[src/rtl/alu_arbiter.sv]
// Two-port round-robin arbiter/sequencer in front of a shared combinational ALU.
// One operation in flight at a time: IDLE (accept) -> EXEC (drive ALU) -> RESP (return result).
module alu_arbiter #(
  parameter int WIDTH = 16,
  parameter int OPW   = 3
) (
  input  logic             clk,
  input  logic             rst_n,
  // requester 0
  input  logic             req0_valid,
  output logic             req0_ready,
  input  logic [WIDTH-1:0] req0_op1,
  input  logic [WIDTH-1:0] req0_op2,
  input  logic [OPW-1:0]   req0_alu_op,
  // requester 1
  input  logic             req1_valid,
  output logic             req1_ready,
  input  logic [WIDTH-1:0] req1_op1,
  input  logic [WIDTH-1:0] req1_op2,
  input  logic [OPW-1:0]   req1_alu_op,
  // responses
  output logic             rsp0_valid,
  input  logic             rsp0_ready,
  output logic             rsp1_valid,
  input  logic             rsp1_ready,
  output logic [WIDTH-1:0] rsp_result,
  // ALU side
  output logic [WIDTH-1:0] alu_op1,
  output logic [WIDTH-1:0] alu_op2,
  output logic [OPW-1:0]   alu_op,
  input  logic [WIDTH-1:0] alu_result,
  // status
  output logic             busy,
  output logic [1:0]       dbg_state
);

  typedef enum logic [1:0] {
    ST_IDLE = 2'd0,
    ST_EXEC = 2'd1,
    ST_RESP = 2'd2
  } state_e;

  state_e           state_q, state_d;
  logic             last_grant_q, last_grant_d;
  logic             owner_q, owner_d;
  logic [WIDTH-1:0] op1_q, op1_d;
  logic [WIDTH-1:0] op2_q, op2_d;
  logic [OPW-1:0]   alu_op_q, alu_op_d;
  logic [WIDTH-1:0] result_q, result_d;

  logic gnt_any;
  logic gnt_id;
  logic req_hs;
  logic rsp_hs;

  // Grant looks at valids only; on contention the port not served last wins.
  always_comb begin
    gnt_any = req0_valid | req1_valid;
    gnt_id  = 1'b0;
    if (req0_valid && req1_valid) begin
      gnt_id = ~last_grant_q;
    end else if (req1_valid) begin
      gnt_id = 1'b1;
    end
  end

  // Handshake rule on both channels: a transfer happens on a rising edge where
  // valid & ready are both high; valid/payload must stay stable until then.
  assign req0_ready = (state_q == ST_IDLE) & gnt_any & ~gnt_id;
  assign req1_ready = (state_q == ST_IDLE) & gnt_any &  gnt_id;
  assign req_hs     = (req0_valid & req0_ready) | (req1_valid & req1_ready);

  assign rsp0_valid = (state_q == ST_RESP) & ~owner_q;
  assign rsp1_valid = (state_q == ST_RESP) &  owner_q;
  assign rsp_hs     = (rsp0_valid & rsp0_ready) | (rsp1_valid & rsp1_ready);

  always_comb begin
    state_d      = state_q;
    last_grant_d = last_grant_q;
    owner_d      = owner_q;
    op1_d        = op1_q;
    op2_d        = op2_q;
    alu_op_d     = alu_op_q;
    result_d     = result_q;
    unique case (state_q)
      ST_IDLE: begin
        if (req_hs) begin
          state_d      = ST_EXEC;
          owner_d      = gnt_id;
          last_grant_d = gnt_id;
          op1_d        = gnt_id ? req1_op1    : req0_op1;
          op2_d        = gnt_id ? req1_op2    : req0_op2;
          alu_op_d     = gnt_id ? req1_alu_op : req0_alu_op;
        end
      end
      ST_EXEC: begin
        result_d = alu_result;
        state_d  = ST_RESP;
      end
      ST_RESP: begin
        if (rsp_hs) begin
          state_d = ST_IDLE;
        end
      end
      default: begin
        state_d = ST_IDLE;
      end
    endcase
  end

  always_ff @(posedge clk or negedge rst_n) begin
    if (!rst_n) begin
      state_q      <= ST_IDLE;
      last_grant_q <= 1'b1;
      owner_q      <= 1'b0;
      op1_q        <= '0;
      op2_q        <= '0;
      alu_op_q     <= '0;
      result_q     <= '0;
    end else begin
      state_q      <= state_d;
      last_grant_q <= last_grant_d;
      owner_q      <= owner_d;
      op1_q        <= op1_d;
      op2_q        <= op2_d;
      alu_op_q     <= alu_op_d;
      result_q     <= result_d;
    end
  end

  // The ALU sees the operand registers at all times, not just in EXEC.
  assign alu_op1    = op1_q;
  assign alu_op2    = op2_q;
  assign alu_op     = alu_op_q;
  assign rsp_result = result_q;
  assign busy       = (state_q != ST_IDLE);
  assign dbg_state  = state_q;

  a_ready_onehot: assert property (@(posedge clk) disable iff (!rst_n)
    !(req0_ready && req1_ready));
  a_rsp_onehot: assert property (@(posedge clk) disable iff (!rst_n)
    !(rsp0_valid && rsp1_valid));
  a_exec_to_resp: assert property (@(posedge clk) disable iff (!rst_n)
    (state_q == ST_EXEC) |=> (state_q == ST_RESP));

endmodule

[config.mk]
export PLATFORM = sky130hd
export DESIGN_NAME = alu_arbiter
export DESIGN_NICKNAME = d
export VERILOG_FILES = /design/src/rtl/alu_arbiter.sv
export SDC_FILE = /design/constraint.sdc
export NUM_CORES = 1
export LEC_CHECK = 0
export ABC_AREA = 1
export CAP_MARGIN = 30
export CORE_MARGIN = 10
export CORE_UTILIZATION = 39
export DETAILED_ROUTE_END_ITERATION = 10
export HOLD_SLACK_MARGIN = 0.15
export PLACE_DENSITY = 0.89
export SLEW_MARGIN = 20
export SYNTH_ARGS = -nofsm -noshare
export SYNTH_HDL_FRONTEND = slang
export SYNTH_SLANG_ARGS = --single-unit
export TNS_END_PERCENT = 30
[constraint.sdc]
create_clock -name clk -period 1.4 [get_ports clk]
set_input_delay 0.28 -clock clk [delete_from_list [all_inputs] [get_ports clk]]
set_output_delay 0.28 -clock clk [all_outputs]
set_load 0.01 [all_outputs]
==> results_dict.tcl, run 1 <==
set metrics [dict create \
    synth_edf_count 0 \
    max_freq_mhz 597.6 \
    ys_types 19 \
    layout_setup_ws_ns -0.2733 \
    syn_avg_cell_area_um2 7.699 \
    dp_cells 602 \
    synth_xor_xnor_area_share 0 \
    ys_seq_elements 55 \
    die_h_um 104.2 \
    synth_warnings 0 \
    cts_sinks 55 \
    area_delta_synth_final_pct 78.68 \
    synth_top_area_frac 0.4889 \
    netlist_instances 359 \
    cellLeakagePower_nw 2.619 \
    period_share 1.195 \
    critPathArrivalTime_ns 1.39 \
    worstMarginPinSlew_ns 0.4425 \
    crit_type "reg -> out" \
    n_antenna_cell 0 \
    cp-end-kind "primary output" \
    yosys.area.top_type "dfrtp_1" \
    io_buffers 149 \
    insertion_delay_ns 0.31 \
    peakVddDrop_v 0.0009102 \
    use_met2 0.3297 \
    violations "setup timing" \
    synthMuxAreaShare 0 \
    rows 30 \
    power.density_nw_per_um2 1969 \
    required_ns 1.12 \
    final_net_count 626 \
    synth.top_cells.by_count "nand2_1 (191), dfrtp_1 (54), nand3_1 (52), nand2_2 (21), buf_2 (9)" \
    met3_usage 0.05824 \
    status "complete, but fails checks" \
    syn_nets 451 \
    dieArea_um2 10850 \
    synth-adder-area-share 0 \
    busiest_layer "met2" \
    synth-compound-area-share 0.007696 \
    fin_crit_ns 1.673 \
    grt_max_degree 36 \
    finalMaxSlewViolations 0 \
    ys_async_sr_fraction 1.000 \
    use_met1 0.1828 \
    synthFlopType "dfrtp_1" \
    finalSetupViolCount 43 \
    hold_class "in -> async" \
    vias 3001 \
    drtIter0Drc 72 \
    path_clk_slew_ns 0.11 \
    gp_congestion 0.7307 \
    cp_max_fo 3 \
    hold_viol_final 0 \
    worstSetupStartpointType "flip-flop" \
    r2r-end "alu_op2[14]" \
    wirelength_mm 10.12 \
    yosys-top-cells-area "dfrtp_1 (49%), nand2_1 (26%), nand3_1 (9.4%)" \
    rsz0062_at_grt "yes" \
    ff2ff_setup_slack_ns -0.18 \
    final_cells 631 \
    track_usage 0.1775 \
    numCtsBuffers 5 \
    finClkSkew_ns 0.01084 \
    synth-simple-area-share 0.4187 \
    endpoint "req0_ready" \
    netlist_area_um2 2764 \
    wl_per_cell_um 16.04 \
    synth_most_common_cell "nand2_1" \
    grt_first_pass_wirelength_mm 15.97 \
    dr.pass1.iters 6 \
    h-tree-depth 2 \
    drtAntennaViolNets 0 \
    setup.worst_path.start "dbg_state[0]" \
    synth_top_family_by_area "simple AND/OR/NAND/NOR gates" \
    clockRootBuffer "clkbuf_8" \
    seq_area_frac_synth 0.4984 \
    cts_tree "yes" \
    start_util 0.4046 \
    grt_pass1_vias 3184 \
    reg2reg_depth 11 \
    r2r-start "dbg_state[0]" \
    fp.coreArea_um2 6832 \
    post-place-ws_ns -0.5917 \
    grt-ovfl-total 0 \
    maxSlewHeadroom 0.7050 \
    drcViolationCount 0 \
    drv_cap 0 \
    ioPinCount 150 \
    drive_gt1_frac 0.2131 \
    vias_per_cell 4.756 \
    die_x_um 104.2 \
    cts_buffer_depth 2 \
    dpl.hpwl_mm 7.218 \
    antenna_found_initial 0 \
]
## repair_timing
action,CTS,global route
setup buffers,13,1
gates cloned,6,2
endpoints found under the hold margin,13,0
hold buffers,1,0
pin swaps,12,19
setup endpoints to repair,94,43
resized for setup,111,39
## layout make-up
type / count / area, um2
Clock inverter: 3 / 25.02
Tap cell: 96 / 120.1
Inverter: 8 / 42.54
Timing Repair Buffer: 189 / 1989
Fill cell: 560 / 1893
Sequential cell: 55 / 1378
Clock buffer: 5 / 68.82
Multi-Input combinational cell: 275 / 1315
## how the worst min path moves through the flow
stage                from              to  slack, ns
floorplan           rst_n      alu_op1[0]      -0.02
global placement    rst_n  rsp_result[10]       0.25
detailed placement  rst_n  rsp_result[10]       0.25
CTS                 rst_n   rsp_result[5]       0.44
global route        rst_n   rsp_result[5]       0.46
finish              rst_n   rsp_result[5]       0.43
## metrics by stage
step           instance area (um2)  power [mW]  utilization  hold WS, ns  TNS (ns)
4_1_cts                       4743       9.265       0.6943       0.4430    -5.760
5_1_grt                       4938       10.39       0.7229       0.4562    -9.055
3_3_place_gp                  4375       7.547       0.6405       0.2542    -17.68
3_5_place_dp                  4375       7.703       0.6405       0.2465    -19.04
2_1_floorplan                 2766       5.220            -     -0.01559         0
6_report                      4938       9.726       0.7229       0.4319    -6.683
## where the power goes
group	switching (mW)	internal (mW)	leakage (nW)
registers	0.476	2.37	0.681
logic	2.94	3.04	1.89
clock network	0.546	0.359	0.0443
## per-layer routing
metal | vias up | routed length (um) | share of wire
met2 | 109 | 5471 | 0.54
met5 | - | 0 | 0
met4 | 0 | 180 | 0.018
li1 | 1467 | - | -
met3 | 16 | 643 | 0.064
met1 | 1409 | 3828 | 0.38
## cell families (layout without fill, tap and decap cells)
group | Yosys count | in the layout
flops | 55 | 55
compound gates | 2 | 2
buf+inv | 29 | 205
simple gates | 273 | 273
## cells in the final DEF, fill, tap and decap left out, drive strengths merged, types with 3 or more instances in the layout
| master | Yosys | final |
|---|---|---|
| nand2 | 213 | 213 |
| clkdlybuf4s50 | 0 | 89 |
| dfrtp | 54 | 54 |
| nand3 | 52 | 52 |
| dlygate4sd2 | 0 | 52 |
| buf | 21 | 45 |
| inv | 8 | 7 |
| clkbuf | 0 | 7 |
| nor2 | 6 | 6 |
| clkinv | 0 | 3 |
## worst max-delay path, cell delays in order (launching register included)
cell     delay [ns]
dfrtp_1        0.42
buf_6          0.13
nor2_4         0.11
buf_6          0.12
o21ai_4        0.06
nor2_2         0.11
buf_4          0.14
## flip-flops by register name, summed over array words and instances, names as in the netlist
register / count
alu_op: 3
alu_op1: 16
alu_op2: 16
dbg_state: 2
last_grant_q: 1
owner_q: 1
rsp_result: 16
No activity file was read; power rests on OpenSTA's default activity.
==> run 2: changes to the inputs <==
--- a/config.mk
+++ b/config.mk
@@ -12,7 +12,6 @@
 export DETAILED_ROUTE_END_ITERATION = 10
 export HOLD_SLACK_MARGIN = 0.15
 export PLACE_DENSITY = 0.89
-export SLEW_MARGIN = 20
 export SYNTH_ARGS = -nofsm -noshare
 export SYNTH_HDL_FRONTEND = slang
 export SYNTH_SLANG_ARGS = --single-unit
==> results of run 2 <==
No change in the layout: final DEF, timing and power equal those of run 1.
